File: src/rtl/ram8x8_arbiter.sv
// Two-requester arbiter and single-word access sequencer for a shared 8x8 RAM.
// The RAM is assumed to read combinationally from ram_addr_o and write on the rising edge.
module ram8x8_arbiter #(
    parameter int unsigned DATA_W     = 8,
    parameter int unsigned ADDR_W     = 3,
    parameter int unsigned FIXED_PRIO = 0
) (
    input  logic              clock_i,
    input  logic              clear_i,

    input  logic              req_a_i,
    input  logic              we_a_i,
    input  logic [ADDR_W-1:0] addr_a_i,
    input  logic [DATA_W-1:0] wdata_a_i,
    output logic              ack_a_o,

    input  logic              req_b_i,
    input  logic              we_b_i,
    input  logic [ADDR_W-1:0] addr_b_i,
    input  logic [DATA_W-1:0] wdata_b_i,
    output logic              ack_b_o,

    output logic [DATA_W-1:0] rd_data_o,
    output logic              busy_o,

    output logic [ADDR_W-1:0] ram_addr_o,
    output logic              ram_rw_o,
    output logic [DATA_W-1:0] ram_wdata_o,
    input  logic [DATA_W-1:0] ram_rdata_i
);

    typedef enum logic [1:0] {
        StIdle  = 2'd0,
        StGrant = 2'd1,
        StAck   = 2'd2
    } state_e;

    state_e              state_q, state_d;
    logic                last_b_q, last_b_d;   // 1 = B was granted most recently
    logic                win_b_q, win_b_d;     // owner of the transaction in flight
    logic                we_q, we_d;
    logic [ADDR_W-1:0]   addr_q, addr_d;
    logic [DATA_W-1:0]   wdata_q, wdata_d;
    logic [DATA_W-1:0]   rd_data_q, rd_data_d;
    logic                ack_a_q, ack_a_d;
    logic                ack_b_q, ack_b_d;
    logic                pick_b;

    // B wins when it is the only requester, or on a round-robin tie after A went last.
    always_comb begin
        pick_b = 1'b0;
        if (req_b_i) begin
            if (!req_a_i) begin
                pick_b = 1'b1;
            end else if (FIXED_PRIO == 0) begin
                pick_b = !last_b_q;
            end
        end
    end

    always_comb begin
        state_d   = state_q;
        last_b_d  = last_b_q;
        win_b_d   = win_b_q;
        we_d      = we_q;
        addr_d    = addr_q;
        wdata_d   = wdata_q;
        rd_data_d = rd_data_q;
        ack_a_d   = 1'b0;
        ack_b_d   = 1'b0;

        unique case (state_q)
            StIdle: begin
                if (req_a_i || req_b_i) begin
                    win_b_d  = pick_b;
                    last_b_d = pick_b;
                    we_d     = pick_b ? we_b_i    : we_a_i;
                    addr_d   = pick_b ? addr_b_i  : addr_a_i;
                    wdata_d  = pick_b ? wdata_b_i : wdata_a_i;
                    state_d  = StGrant;
                end
            end
            StGrant: begin
                if (!we_q) begin
                    rd_data_d = ram_rdata_i;
                end
                ack_a_d = !win_b_q;
                ack_b_d = win_b_q;
                state_d = StAck;
            end
            StAck: begin
                state_d = StIdle;
            end
            default: begin
                state_d = StIdle;
            end
        endcase
    end

    always_ff @(posedge clock_i) begin
        if (clear_i) begin
            state_q   <= StIdle;
            last_b_q  <= 1'b1;
            win_b_q   <= 1'b0;
            we_q      <= 1'b0;
            addr_q    <= '0;
            wdata_q   <= '0;
            rd_data_q <= '0;
            ack_a_q   <= 1'b0;
            ack_b_q   <= 1'b0;
        end else begin
            state_q   <= state_d;
            last_b_q  <= last_b_d;
            win_b_q   <= win_b_d;
            we_q      <= we_d;
            addr_q    <= addr_d;
            wdata_q   <= wdata_d;
            rd_data_q <= rd_data_d;
            ack_a_q   <= ack_a_d;
            ack_b_q   <= ack_b_d;
        end
    end

    // Gating with clear keeps a write in flight from landing at the aborting edge.
    assign ram_rw_o    = (state_q == StGrant) && we_q && !clear_i;
    assign ram_addr_o  = addr_q;
    assign ram_wdata_o = wdata_q;
    assign rd_data_o   = rd_data_q;
    assign ack_a_o     = ack_a_q;
    assign ack_b_o     = ack_b_q;
    assign busy_o      = (state_q != StIdle);

`ifndef SYNTHESIS
    a_ack_onehot: assert property (@(posedge clock_i) disable iff (clear_i)
        !(ack_a_o && ack_b_o));
    a_rw_in_grant: assert property (@(posedge clock_i)
        ram_rw_o |-> (state_q == StGrant));
`endif

endmodule

File: config.mk
export PLATFORM = sky130hd
export DESIGN_NAME = ram8x8_arbiter
export DESIGN_NICKNAME = d
export VERILOG_FILES = /design/src/rtl/ram8x8_arbiter.sv
export SDC_FILE = /design/constraint.sdc
export NUM_CORES = 1
export LEC_CHECK = 0
export CELL_PAD_IN_SITES_DETAIL_PLACEMENT = 1
export CELL_PAD_IN_SITES_GLOBAL_PLACEMENT = 2
export CORE_MARGIN = 2
export CORE_UTILIZATION = 20
export DETAILED_ROUTE_END_ITERATION = 8
export PLACE_DENSITY = 0.84
export SLEW_MARGIN = 20
export SYNTH_ARGS = -nofsm -noshare
export SYNTH_HDL_FRONTEND = slang
export SYNTH_SLANG_ARGS = --single-unit
export TNS_END_PERCENT = 10
File: constraint.sdc
create_clock -name clock_i -period 1.8 [get_ports clock_i]
set_clock_uncertainty 0.15 [all_clocks]
set_input_delay 0.36 -clock clock_i [delete_from_list [all_inputs] [get_ports clock_i]]
set_output_delay 0.36 -clock clock_i [all_outputs]
set_load 0.02 [all_outputs]
==> flow_metrics.env, run 1 <==
export IMPL_relSlewSlack_pct=82.4
export IMPL_vias=1061
export IMPL_layout_min_cycle_time_ps=1740
export IMPL_netlist_area_leader_share_pct=48.7
export IMPL_path_depth=1
export IMPL_final_area_um2=1830
export IMPL_timing_rr_start="state_q[1]"
export IMPL_maxSlewViolCount=0
export IMPL_diodes=0
export IMPL_p_leak_nw=0.704
export IMPL_fin_ws_ps=64.6
export IMPL_yosys_warnings=0
export IMPL_final_setup_tns_ps=0
export IMPL_tightest_slew_ps=263
export IMPL_start_util_pct=20.8
export IMPL_first_pass_iters=3
export IMPL_yosys_area_top_type="dfxtp_1"
export IMPL_setup_viol=0
export IMPL_r2r_setup_slack_ps=340
export IMPL_rows=26
export IMPL_synth_seq_cells=26
export IMPL_grt_pass1_vias=1102
export IMPL_clock_latency_ps=260
export IMPL_r2r_end="last_b_q"
export IMPL_synth_ff_type="dfxtp_1"
export IMPL_path_delay_family="buffers and inverters"
export IMPL_synth_cell_type_count=22
export IMPL_holdWs_ps=304
export IMPL_die_area_um2=5940
export IMPL_die_x_um=77.1
export IMPL_powerDensity_nw_per_um2=794
export IMPL_fin_nets=219
export IMPL_port_buffers=58
export IMPL_ys_top_cells_by_area="dfxtp_1, nand2_1, a311oi_1"
export IMPL_gp_congestion=0.706
export IMPL_cp_slowest_stage_delay_ps=610
export IMPL_cts_buffers=3
export IMPL_min_path_type="flop to flop"
export IMPL_drv_cap=0
export IMPL_max_vdd_ir_drop_uv=253
export IMPL_yosysSeqAreaShare_pct=48.7
export IMPL_drc_errors=0
export IMPL_drive_gt1_share_pct=13.2
export IMPL_crit_end="ram_wdata_o[6]"
export IMPL_startpoint_type="flop"
export IMPL_status="finished clean"
export IMPL_syn_to_final_growth_pct=70.8
export IMPL_synth_edf_count=0
export IMPL_cp_num_buf_inv=1
export IMPL_clockBufferDepth=2
export IMPL_syn_avg_cell_area_um2=9.13
export IMPL_antenna_found_initial=0
export IMPL_timing_final_crit_share_pct=96.4
export IMPL_cts_tree="built"
export IMPL_required_ps=1290
export IMPL_via_per_inst=4.21
export IMPL_drt_iter0_markers=18
export IMPL_worstPathCellList="clkdlybuf4s50_1"
export IMPL_syn_area_um2=1070
export IMPL_cts_clk_slew_worst_paths_ps=90
export IMPL_hold_viol_final=0
export IMPL_cts_sinks=26
export IMPL_grt_pass1_wl_um=5480
export IMPL_die_y_um=77.1
export IMPL_grt_max_degree=24
export IMPL_core_area_um2=5140
export IMPL_placed_area_um2=1760
export IMPL_critPathCaptureType="primary output"
export IMPL_place_inst=247
export IMPL_crit_type="flop to primary output"
export IMPL_syn_inst=117
export IMPL_overflow=0
export IMPL_slowest_stage="clkdlybuf4s50_1"
export IMPL_ios=59
export IMPL_worstPathArrival_ps=1230
export IMPL_max_freq_ghz=0.576
export IMPL_cp_max_fo=2
export IMPL_drt_wl_total_um=3240
export IMPL_antenna_left=0
export IMPL_ff2ff_path_depth=5
export IMPL_synthArstFlopShare_pct=0
export IMPL_wl_per_cell_um=12.9
export IMPL_cts_root_buf="clkbuf_8"
export IMPL_dp_hpwl_um=2410
export IMPL_grt_use_total_pct=11.5
export IMPL_worstSetupStartpoint="ram_wdata_o[6]"
export IMPL_final_cells=252
export IMPL_rsz0062_at_grt="false"
export IMPL_h_tree_depth=1
export IMPL_place_ws_ps=-654
export IMPL_synth_nets=153
==> layer usage <==
| layer | global-route usage (%) | wire (um) | vias up |
|---|---|---|---|
| li1 | - | - | 541 |
| met1 | 14.0 | 1460 | 483 |
| met2 | 19.7 | 1560 | 35 |
| met3 | 2.82 | 186 | 2 |
| met4 | 3.75 | 34 | 0 |
| met5 | 0 | 0 | - |
==> area by class of cell <==
| cell class | count | area [um^2] |
|---|---|---|
| clock buffers | 4 | 55.1 |
| fillers | 646 | 3310 |
| inverters | 1 | 3.75 |
| multi-input cells | 82 | 500 |
| flip-flops and latches | 26 | 520 |
| well taps | 70 | 87.6 |
| repair buffers | 69 | 658 |
==> how the worst min path moves through the flow <==
| stage | from | slack [ps] | endpoint | cells after the start |
|---|---|---|---|---|
| after floorplan | win_b_q | 250 | ack_a_o | 1 |
| after global placement | win_b_q | 280 | ack_a_o | 1 |
| after detailed placement | win_b_q | 300 | ack_a_o | 1 |
| after CTS | win_b_q | 310 | ack_a_o | 1 |
| after global routing | clear_i | 340 | state_q[1] | 3 |
| final | win_b_q | 300 | ack_a_o | 1 |
==> placed cells by master (no fill, tap or decap), types with 2 or more instances in the layout <==
cell type	n
a21oi_1	13
a311oi_1	11
and2_1	2
buf_4	12
clkbuf_8	4
clkdlybuf4s50_1	55
dfxtp_1	26
mux2i_1	8
nand2_1	26
nor2_1	10
nor2b_1	2
nor3b_2	2
==> where the power goes <==
| group | switching, mW | internal, mW | total, mW |
|---|---|---|---|
| registers | 0.0291 | 0.627 | 0.657 |
| clock network | 0.177 | 0.195 | 0.372 |
| logic | 0.196 | 0.225 | 0.421 |
==> repair_timing <==
action,in CTS,in global routing
pin swaps,0,1
gates resized for setup,5,5
endpoints found under the setup margin,2,2
hold buffers,0,0
buffers inserted,0,1
==> cells by family after synthesis <==
family | share of synthesized area (%)
AND/OR/NAND/NOR | 18.5
AO/OA/AOI/OAI | 19.9
flip-flops | 48.7
buffers and inverters | 5.39
multiplexers | 7.49
==> Yosys cell counts (2+ instances only) <==
| cell type | count |
|---|---|
| nor3b_1 | 2 |
| nand2_1 | 26 |
| nor2_1 | 10 |
| nor2b_1 | 2 |
| mux2i_1 | 8 |
| buf_4 | 4 |
| a311oi_1 | 11 |
| a21oi_1 | 13 |
| and2_1 | 2 |
| clkbuf_1 | 2 |
| dfxtp_1 | 26 |
==> through the flow <==
| stage | power [mW] | util, % |
|---|---|---|
| 5_1_grt | 1.54 | 35.5 |
| 6_report | 1.45 | 35.5 |
| 4_1_cts | 1.48 | 35.5 |
| 3_3_place_gp | 1.09 | 34.3 |
| 3_5_place_dp | 1.10 | 34.3 |
| 2_1_floorplan | 0.874 | - |
==> registers in the layout (all words and copies together) (netlist names) <==
name and cells:
win_b_q 1, last_b_q 1, ack_b_o 1, we_q 1, ram_addr_o 3, rd_data_o 8, ack_a_o 1, state_q 2
ram_wdata_o 8
(Power assumes the default switching activity.)
==> run 2, diff against run 1 <==
--- a/config.mk
+++ b/config.mk
@@ -10,8 +10,9 @@
 export CORE_MARGIN = 2
 export CORE_UTILIZATION = 20
 export DETAILED_ROUTE_END_ITERATION = 8
+export GPL_TIMING_DRIVEN = 0
 export PLACE_DENSITY = 0.84
-export SLEW_MARGIN = 20
+export SLEW_MARGIN = 40
 export SYNTH_ARGS = -nofsm -noshare
 export SYNTH_HDL_FRONTEND = slang
 export SYNTH_SLANG_ARGS = --single-unit
==> run 2 against run 1 <==
  * Clock power grew 30%
  * Combinational power decreased by 2%
  * Largest cell class unchanged
  * Cell area fell by 0.27%
==> flow_metrics.env, run 2 (same netlist as run 1, synthesis figures left out) <==
export IMPL_status="finished clean"
export IMPL_clock_latency_ps=270
export IMPL_h_tree_depth=1
export IMPL_ios=59
export IMPL_gp_congestion=0.711
export IMPL_wl_per_cell_um=12.7
export IMPL_cts_buffers=3
export IMPL_crit_type="flop to primary output"
export IMPL_grt_pass1_wl_um=5210
export IMPL_setup_viol=0
export IMPL_die_y_um=77.1
export IMPL_max_freq_ghz=0.574
export IMPL_die_area_um2=5940
export IMPL_via_per_inst=4.20
export IMPL_p_leak_nw=0.688
export IMPL_maxSlewViolCount=0
export IMPL_hold_viol_final=0
export IMPL_rsz0062_at_grt="false"
export IMPL_tightest_slew_ps=517
export IMPL_antenna_left=0
export IMPL_cts_root_buf="clkbuf_8"
export IMPL_clockBufferDepth=2
export IMPL_holdWs_ps=298
export IMPL_nFillCells=637
export IMPL_place_ws_ps=-753
export IMPL_fin_ws_ps=57.0
export IMPL_first_pass_iters=3
export IMPL_antenna_found_initial=0
export IMPL_max_vdd_ir_drop_uv=358
export IMPL_grt_pass1_vias=1091
export IMPL_final_setup_tns_ps=0
export IMPL_diodes=0
export IMPL_die_x_um=77.1
export IMPL_cts_clk_slew_worst_paths_ps=100
export IMPL_cts_tree="built"
export IMPL_final_common_cell="clkdlybuf4s50_1"
export IMPL_drv_cap=0
export IMPL_powerDensity_nw_per_um2=855
export IMPL_drive_gt1_share_pct=10.5
export IMPL_fin_nets=218
export IMPL_mostFrequentLayoutCells="clkdlybuf4s50_1, nand2_1, dfxtp_1"
export IMPL_overflow=0
export IMPL_rows=26
export IMPL_port_buffers=58
export IMPL_grt_use_total_pct=10.9
export IMPL_core_area_um2=5140
export IMPL_layout_min_cycle_time_ps=1740
export IMPL_min_path_type="flop to flop"
export IMPL_syn_to_final_growth_pct=70.4
export IMPL_vias=1055
export IMPL_startpoint_type="flop"
export IMPL_required_ps=1290
export IMPL_grt_max_degree=16
export IMPL_timing_final_crit_share_pct=96.8
export IMPL_drc_errors=0
export IMPL_relSlewSlack_pct=65.6
export IMPL_cp_max_fo=4
export IMPL_dp_hpwl_um=2350
export IMPL_critPathCaptureType="primary output"
export IMPL_worstPathArrival_ps=1230
export IMPL_start_util_pct=20.8
export IMPL_cts_sinks=26
export IMPL_drt_wl_total_um=3190
export IMPL_drt_iter0_markers=18
-- run 2: cell types whose count changed in the layout (fill, tap and decap cells not counted) --
cell            delta
clkbuf_2           -1
bufinv_16          +1
buf_4              -6
dlymetal6s2s_1     -1
dlygate4sd2_1      +2
buf_2              +2
clkbuf_8           -1
nor3b_2            -1
buf_6              +1
nor3b_1            +1
clkbuf_1           +2
-- run 2: through the flow --
stage                     cells  power, mW  util [%]  area (um^2)
after floorplan             117      0.874         -         1070
after global placement      245       1.08      33.8         1740
after detailed placement    245       1.09      33.8         1740
after CTS                   251       1.58      35.4         1820
after global routing        251       1.63      35.4         1820
final                       251       1.56      35.4         1820
-- run 2: path summary, 6_finish.rpt --
path	start	to	slack, ps	depth (start not counted)
worst max-delay path	state_q[1]	busy_o	60	3
worst min register to register	win_b_q	ack_a_o	300	1
worst max register to register	state_q[1]	ram_wdata_o[3]	330	5
worst min-delay path	win_b_q	ack_a_o	300	1
-- run 2: layout make-up --
type / instances / area (um^2) / share of cell area, %
Clock buffer: 3 / 41.3 / 2.27
Multi-Input combinational cell: 82 / 495 / 27.2
Inverter: 1 / 3.75 / 0.206
Clock inverter: 1 / 30.0 / 1.65
Buffer: 8 / 53.8 / 2.96
Timing Repair Buffer: 60 / 588 / 32.3
Tap cell: 70 / 87.6 / 4.81
Sequential cell: 26 / 520 / 28.6
-- run 2: critical path: stages, from the launching register on --
cell	delay, ps
dfxtp_1	420
nor2_4	60
inv_1	120
dlygate4sd2_1	360
-- run 2: timing repair --
item | in CTS | in global routing
cloned | 0 | 0
pin swaps | 2 | 1
resized for setup | 7 | 0
buffers inserted | 2 | 0
hold buffers | 0 | 0
endpoints found under the setup margin | 2 | 1
hold endpoints to repair | 0 | 0
-- run 2: layer usage --
layer	vias up	wire (um)	GRT usage, %
li1	538	-	-
met1	480	1500	14.1
met2	35	1510	18.5
met3	2	150	1.88
met4	0	34	3.21
met5	-	0	0
-- run 2: power by group --
group / internal (mW) / switching, mW
sequential: 0.628 / 0.0302
combinational: 0.219 / 0.195
clock: 0.297 / 0.187
==> run 3, diff against run 2 <==
--- a/config.mk
+++ b/config.mk
@@ -5,6 +5,7 @@
 export SDC_FILE = /design/constraint.sdc
 export NUM_CORES = 1
 export LEC_CHECK = 0
+export CAP_MARGIN = 0
 export CELL_PAD_IN_SITES_DETAIL_PLACEMENT = 1
 export CELL_PAD_IN_SITES_GLOBAL_PLACEMENT = 2
 export CORE_MARGIN = 2
@@ -12,7 +13,7 @@
 export DETAILED_ROUTE_END_ITERATION = 8
 export GPL_TIMING_DRIVEN = 0
 export PLACE_DENSITY = 0.84
-export SLEW_MARGIN = 40
+export SLEW_MARGIN = 5
 export SYNTH_ARGS = -nofsm -noshare
 export SYNTH_HDL_FRONTEND = slang
 export SYNTH_SLANG_ARGS = --single-unit
==> results of run 3 <==
No change in the layout: final DEF, timing and power equal those of run 2.
